### config.mk
export PLATFORM = sky130hd
export DESIGN_NAME = tlp_ingress_router_flat
export DESIGN_NICKNAME = d
export VERILOG_FILES = /design/src/rtl/tlp_ingress_router_pkg.sv /design/src/rtl/tlp_ingress_router_if.sv /design/src/rtl/tlp_ingress_router_lane_push_counter.sv /design/src/rtl/tlp_ingress_router.sv /design/src/flat_wrapper.sv
export SDC_FILE = /design/constraint.sdc
export NUM_CORES = 1
export LEC_CHECK = 0
export ABC_AREA = 1
export BUFFER_PORTS_ARGS = -buffer_cell sky130_fd_sc_hd__buf_2
export CAP_MARGIN = 20
export CORE_AREA = 2 2 91 93
export CTS_CLUSTER_DIAMETER = 200
export CTS_CLUSTER_SIZE = 20
export DETAILED_ROUTE_END_ITERATION = 10
export DIE_AREA = 0 0 93 95
export PLACE_DENSITY_LB_ADDON = 0.3
export SLEW_MARGIN = 20
export SYNTH_ARGS = -nofsm -noshare
export SYNTH_HDL_FRONTEND = slang
export SYNTH_HIERARCHICAL = 1
export SYNTH_SLANG_ARGS = --single-unit
export TNS_END_PERCENT = 20
### constraint.sdc
create_clock -name clk -period 3.7 [get_ports clk]
set_clock_uncertainty 0.15 [all_clocks]
set_input_delay 0.37 -clock clk [delete_from_list [all_inputs] [get_ports clk]]
set_output_delay 0.37 -clock clk [all_outputs]
set_load 0.005 [all_outputs]
### src/rtl/tlp_ingress_router_pkg.sv
// tl_pkg: constants and types shared by the transaction-layer ingress router.
//   DEF_DATA_WIDTH      default stream word width
//   LANE_MSB/LANE_LSB   position of the destination-lane field in a word
//   N_LANES             number of downstream input FIFOs
//   rtr_state_e         routing FSM state encoding (also exported for debug)
package tl_pkg;

  localparam int DEF_DATA_WIDTH = 10;
  localparam int LANE_MSB       = 9;
  localparam int LANE_LSB       = 8;
  localparam int N_LANES        = 4;

  typedef enum logic [1:0] {
    IDLE  = 2'd0,
    RUN   = 2'd1,
    STALL = 2'd2
  } rtr_state_e;

endpackage

### src/rtl/tlp_ingress_router_if.sv
// Bus bundle for tlp_ingress_router.
//   in_valid/in_data/in_ready   upstream word stream (valid/ready)
//   alm_full/push_out/data_out  input-FIFO side: backpressure, push strobes, shared data
//   req/idx/cnt_out/cnt_valid   per-lane push counter readback
// Modports: slave = router view, master = environment driving the router.
interface tlp_ingress_router_if #(
  parameter int DATA_WIDTH = 10,
  parameter int CNT_WIDTH  = 5
);
  logic                  in_valid;
  logic [DATA_WIDTH-1:0] in_data;
  logic                  in_ready;
  logic [3:0]            alm_full;
  logic [3:0]            push_out;
  logic [DATA_WIDTH-1:0] data_out;
  logic                  req;
  logic [1:0]            idx;
  logic [CNT_WIDTH-1:0]  cnt_out;
  logic                  cnt_valid;

  modport slave (
    input  in_valid, in_data, alm_full, req, idx,
    output in_ready, push_out, data_out, cnt_out, cnt_valid
  );

  modport master (
    output in_valid, in_data, alm_full, req, idx,
    input  in_ready, push_out, data_out, cnt_out, cnt_valid
  );
endinterface

### src/rtl/tlp_ingress_router_lane_push_counter.sv
// lane_push_counter: four wrapping push counters with registered readback.
//   clk, reset   clock / async active-low reset
//   push[3:0]    per-lane push strobes; count[k] increments when push[k] is set
//   req, idx     read request and lane select
//   cnt_out      count[idx] as it was in the request cycle (pre-increment)
//   cnt_valid    high the cycle after req; cnt_out holds its value otherwise
module lane_push_counter #(
  parameter int CNT_WIDTH = 5
) (
  input  logic                 clk,
  input  logic                 reset,
  input  logic [3:0]           push,
  input  logic                 req,
  input  logic [1:0]           idx,
  output logic [CNT_WIDTH-1:0] cnt_out,
  output logic                 cnt_valid
);

  logic [CNT_WIDTH-1:0] count [4];

  always_ff @(posedge clk or negedge reset) begin
    if (!reset) begin
      for (int k = 0; k < 4; k++) count[k] <= '0;
      cnt_out   <= '0;
      cnt_valid <= 1'b0;
    end else begin
      for (int k = 0; k < 4; k++) begin
        if (push[k]) count[k] <= count[k] + CNT_WIDTH'(1);
      end
      cnt_valid <= req;
      // Reads the register before this edge's increment lands.
      if (req) cnt_out <= count[idx];
    end
  end

endmodule

### src/rtl/tlp_ingress_router.sv
// tlp_ingress_router: single-entry stage that routes upstream words to one of
// four input FIFOs by the lane field, with almost-full backpressure and
// per-lane push counters.
//   clk, reset   clock / async active-low reset
//   enable       run enable; 0 stops acceptance (a held word still drains)
//   bus          tlp_ingress_router_if.slave (stream, FIFO side, counter read)
//   state        FSM state for debug
//
// state | meaning
// IDLE  | not accepting; stage word (if any) may still drain
// RUN   | accepting words, full rate when the target FIFO has room
// STALL | stage word blocked by almost-full on its lane; not accepting
module tlp_ingress_router
  import tl_pkg::*;
#(
  parameter int DATA_WIDTH = DEF_DATA_WIDTH,
  parameter int CNT_WIDTH  = 5
) (
  input  logic                clk,
  input  logic                reset,
  input  logic                enable,
  tlp_ingress_router_if.slave bus,
  output logic [1:0]          state
);

  rtr_state_e            state_q, state_d;
  logic                  stage_vld;
  logic [DATA_WIDTH-1:0] stage_data;
  logic [1:0]            stage_lane;
  logic                  drain;
  logic                  accept;
  logic                  in_ready;
  logic [3:0]            push;

  assign drain    = stage_vld && !bus.alm_full[stage_lane];
  // Depends on stage and alm_full only, never on in_valid.
  assign in_ready = (state_q == RUN) && (!stage_vld || drain);
  assign accept   = bus.in_valid && in_ready;

  always_comb begin
    push = '0;
    if (drain) push[stage_lane] = 1'b1;
  end

  assign bus.in_ready = in_ready;
  assign bus.push_out = push;
  assign bus.data_out = stage_data;
  assign state        = state_q;

  always_ff @(posedge clk or negedge reset) begin
    if (!reset) begin
      stage_vld  <= 1'b0;
      stage_data <= '0;
      stage_lane <= '0;
    end else if (accept) begin
      stage_vld  <= 1'b1;
      stage_data <= bus.in_data;
      stage_lane <= bus.in_data[LANE_MSB:LANE_LSB];
    end else if (drain) begin
      stage_vld  <= 1'b0;
    end
  end

  always_ff @(posedge clk or negedge reset) begin
    if (!reset) state_q <= IDLE;
    else        state_q <= state_d;
  end

  always_comb begin
    state_d = state_q;
    unique case (state_q)
      IDLE: begin
        if (enable) state_d = RUN;
      end
      RUN: begin
        if (!enable)                                    state_d = IDLE;
        else if (stage_vld && bus.alm_full[stage_lane]) state_d = STALL;
      end
      STALL: begin
        if (drain) state_d = enable ? RUN : IDLE;
      end
      default: state_d = IDLE;
    endcase
  end

  lane_push_counter #(.CNT_WIDTH(CNT_WIDTH)) u_cnt (
    .clk       (clk),
    .reset     (reset),
    .push      (push),
    .req       (bus.req),
    .idx       (bus.idx),
    .cnt_out   (bus.cnt_out),
    .cnt_valid (bus.cnt_valid)
  );

endmodule

### src/flat_wrapper.sv
// flat-port wrapper written by rule: the top's interface ports become plain ports
module tlp_ingress_router_flat import tl_pkg::*;
#(
  parameter int DATA_WIDTH = DEF_DATA_WIDTH,
  parameter int CNT_WIDTH  = 5
)
  (clk, reset, enable, state, bus_in_valid, bus_in_data, bus_alm_full, bus_req, bus_idx, bus_in_ready, bus_push_out, bus_data_out, bus_cnt_out, bus_cnt_valid);
  tlp_ingress_router_if #(.DATA_WIDTH(DATA_WIDTH), .CNT_WIDTH(CNT_WIDTH)) bus_i ();
  input  logic clk;
  input  logic reset;
  input  logic enable;
  output logic [1:0] state;
  input wire logic [$bits(bus_i.in_valid)-1:0] bus_in_valid;
  input wire logic [$bits(bus_i.in_data)-1:0] bus_in_data;
  input wire logic [$bits(bus_i.alm_full)-1:0] bus_alm_full;
  input wire logic [$bits(bus_i.req)-1:0] bus_req;
  input wire logic [$bits(bus_i.idx)-1:0] bus_idx;
  output wire logic [$bits(bus_i.in_ready)-1:0] bus_in_ready;
  output wire logic [$bits(bus_i.push_out)-1:0] bus_push_out;
  output wire logic [$bits(bus_i.data_out)-1:0] bus_data_out;
  output wire logic [$bits(bus_i.cnt_out)-1:0] bus_cnt_out;
  output wire logic [$bits(bus_i.cnt_valid)-1:0] bus_cnt_valid;
  assign bus_i.in_valid = bus_in_valid;
  assign bus_i.in_data = bus_in_data;
  assign bus_i.alm_full = bus_alm_full;
  assign bus_i.req = bus_req;
  assign bus_i.idx = bus_idx;
  assign bus_in_ready = bus_i.in_ready;
  assign bus_push_out = bus_i.push_out;
  assign bus_data_out = bus_i.data_out;
  assign bus_cnt_out = bus_i.cnt_out;
  assign bus_cnt_valid = bus_i.cnt_valid;
  tlp_ingress_router #(.DATA_WIDTH(DATA_WIDTH), .CNT_WIDTH(CNT_WIDTH)) u_core (.clk(clk), .reset(reset), .enable(enable), .bus(bus_i), .state(state));
endmodule
==> summary.md <==
| Metric | Value |
|---|---|
| CTS tree | built |
| Pin count of the biggest net entering global routing | 40 |
| Critical-path maximum fanout | 7 |
| Clock slew at reported path FFs | 0.07 ns |
| Setup CP Type | reg2out |
| Status | finished, final reports clean |
| I/O pin count | 44 |
| Port-buffer cells | 43 |
| Most frequent cells in the layout | nand2_1 (81), buf_2 (43), dfrtp_1 (39) |
| Area Growth Syn to Fin | 21.0% |
| Unrepaired setup endpoints after global routing | no |
| Sequential share of the synthesized area | between 50% and 60% |
| Mean Syn Cell Area | approximately 8.5 um^2 |
| Final setup violating endpoints | 0 |
| Syn Inst Count | 226 |
| Routed Wire Length | between 3000 and 4000 um |
| Cts hold-fix bufs | 0 |
| Clk_lat worst skew | approximately 0.29 ns |
| R2r startpoint | u_core/bus.data_out[8]$_DFFE_PN0P_ |
| Finished Layout Cells | 377 |
| DRT Pass-1 Iters | 5 |
| WL per Instance | 10.3 um |
| Leak | ~1.3 nW |
| Clock root buffer | clkbuf_8 |
| Nets | ~300 |
| Simple-gate share of the synthesized area | ~29% |
| Initial antenna violation count | 0 |
| Slowest stage delay, CP | approximately 0.65 ns |
| Via count | 1,512 |
| Min-delay worst type | in2async |
| Period utilization | 69.9% |
| Starting Density | between 20% and 30% |
| Largest family of logic cells by synthesized area | simple AND/OR/NAND/NOR gates |
| Clock Sinks | 39 |
| Worst path bufs/invs | 2 |
| Post-DRT Antenna Nets | 0 |
| Post-synthesis mux area share | 0% |
| Post-CTS Setup Bufs | 0 |
| Largest delay contributor family on the critical path | simple AND/OR/NAND/NOR gates |
| CP Launch Type | flop |
| Gpl congestion | 0.763 |
| Compound-Gate Fraction of Synth Area | between 1 and 1.5% |
| Least-Margin Pin Slew | roughly 0.86 ns |
| Max Freq | between 300 and 400 MHz |
| First-pass GRT wire length | between 6000 and 7000 um |
| Top Layer Used | met4 |
| Synth Area in Adders | under 10% |
| R2R depth | 8 |
| Most frequent CP cell | nand2_1 |
| Relative slew slack | 42.9% |
| Cell chain of the critical path | inv_2, nand2_1, nand2_1, nand2_1, nand3_1, nor3_1, buf_2 |
| PnR worst setup slack | 1.11 ns |
| Setup TNS Final | 0 ns |
| Endpoints failing hold | 0 |
| Synthesized area | approximately 1900 um^2 |
| Via/cell ratio | about 4.0 |
| PwrDens | around 670 nW/um^2 |
| Vias in the first global route | between 1,500 and 2,000 |
| GRT overflow | 0 |
| H-tree depth | 2 |
| Max-cap viol count | 0 |
| Reg-to-reg setup timing slack | around 1.5 ns |
| TritonCTS Buffers | 5 |
| Syn_nets | ~250 |
| Maximum vdd drop | about 0.29 mV |
| Xor and xnor area share after synthesis | roughly 7.3% |
| Ant. Diodes | 0 |
| Num rows | 33 |
| DRT iter0 DRCs | 31 |
| Die Span X | a little over 90 um |
| Unique masters post-synth | 19 |
| Post-DP HPWL | just under 3000 um |
| Wl on met1 | between 1500 and 2000 um |
| DIE AREA | 8840 um^2 |
| WP data arrival | between 2 and 2.5 ns |
| Worst-case clock buffer depth | 2 |
| Inst Count DP | 369 |
| GRT Resource Usage Total | approximately 9.9% |
| Setup crit end kind | output port |
| Max Slew Vio Count | 0 |
| CTS resizes | 0 |
| Die height | roughly 95 um |
| Core ar. | around 8000 um^2 |
| # DRC | 0 |
| Most common cell after layout, fill and taps aside | nand2_1 |
| Critical-path top delay cell | nor3_1 |
| Fin util | 29.3% |
| Yosys warns | 6 |
| Synthesized flop and latch total | 39 |
| Met2 wire length | 1620 um |
| Final Hold Slack | about 0.043 ns |
| Fin crit period | approximately 2.6 ns |
| Layout cells sized above 1 | 21.0% |
| WP data required | around 3.2 ns |
| Placement Setup Slack | between 1 and 1.5 ns |
| Met3 WL | 264 um |
| Reg2reg end | u_core/u_cnt/count[9]$_DFFE_PN0P_ |
synth_stat cells:
library cell | number | area share (%)
clkbuf_1 | 1 | 0.20
ha_1 | 4 | 2.6
nor2_1 | 1 | 0.20
nand3_1 | 15 | 3.9
inv_2 | 2 | 0.39
inv_1 | 33 | 6.4
nand2_2 | 2 | 0.65
buf_2 | 1 | 0.26
xor2_1 | 16 | 7.3
nor3_1 | 2 | 0.52
buf_6 | 3 | 1.8
o21ai_0 | 4 | 1.0
dfrtp_1 | 39 | 51
nand4_1 | 18 | 5.9
nor2_2 | 1 | 0.33
nand2_4 | 1 | 0.59
a21boi_0 | 1 | 0.39
nand2_1 | 81 | 16
nand3_4 | 1 | 0.91
report_power, final:
| part | internal (mW) | total [mW] | switching (mW) |
|---|---|---|---|
| registers | 0.585 | 0.715 | 0.130 |
| clock network | 0.170 | 0.310 | 0.140 |
| logic | 0.215 | 0.529 | 0.313 |
| total | 0.970 | 1.55 | 0.584 |
through the flow:
stage	total power [mW]	cell area [um^2]
4_1_cts	1.58	2320
5_1_grt	1.71	2320
3_3_place_gp	1.25	2220
2_1_floorplan	1.08	1920
6_report	1.55	2320
3_5_place_dp	1.26	2220
flip-flops by register name, indices dropped and copies added, names as in the netlist:
register	flops
u_core/stage_vld	1
u_core/u_cnt/cnt_valid	1
u_core/state	2
u_core/u_cnt/count	20
u_core/bus.data_out	10
u_core/u_cnt/cnt_out	5
cell type report:
class	instances	area (um^2)
Clock buffer	8	100
Inverter	35	131
Timing Repair Buffer	43	215
Fill cell	874	5600
Sequential cell	39	976
Multi-Input combinational cell	147	771
Tap cell	105	131
per-layer routing:
| layer | GRT usage, % | vias to the layer above |
|---|---|---|
| met4 | 2.94 | 0 |
| met1 | 13.8 | 660 |
| met5 | 0 | - |
| li1 | - | 796 |
| met3 | 3.19 | 4 |
| met2 | 14.6 | 52 |
cell families after synthesis:
logic type	after synthesis
AOI/OAI and AO/OA	5
and+or+nand+nor	122
xor gates and xnor gates	16
adders and majority gates	4
DFF	39
buffers and inverters	40
worst max path at each step:
stage | endpoint | cells after the start | slack (ns) | start
6_report | bus_push_out[2] | 7 | 1.11 | u_core/bus.data_out[8]$_DFFE_PN0P_
5_1_grt | bus_push_out[2] | 7 | 0.83 | u_core/bus.data_out[8]$_DFFE_PN0P_
4_1_cts | bus_push_out[2] | 7 | 1.05 | u_core/bus.data_out[8]$_DFFE_PN0P_
3_5_place_dp | bus_push_out[2] | 7 | 1.38 | u_core/bus.data_out[8]$_DFFE_PN0P_
3_3_place_gp | bus_push_out[2] | 7 | 1.47 | u_core/bus.data_out[8]$_DFFE_PN0P_
2_1_floorplan | u_core/u_cnt/count[8]$_DFFE_PN0P_ | 8 | 1.80 | u_core/bus.data_out[8]$_DFFE_PN0P_
No activity file was read; power rests on OpenSTA's default activity.
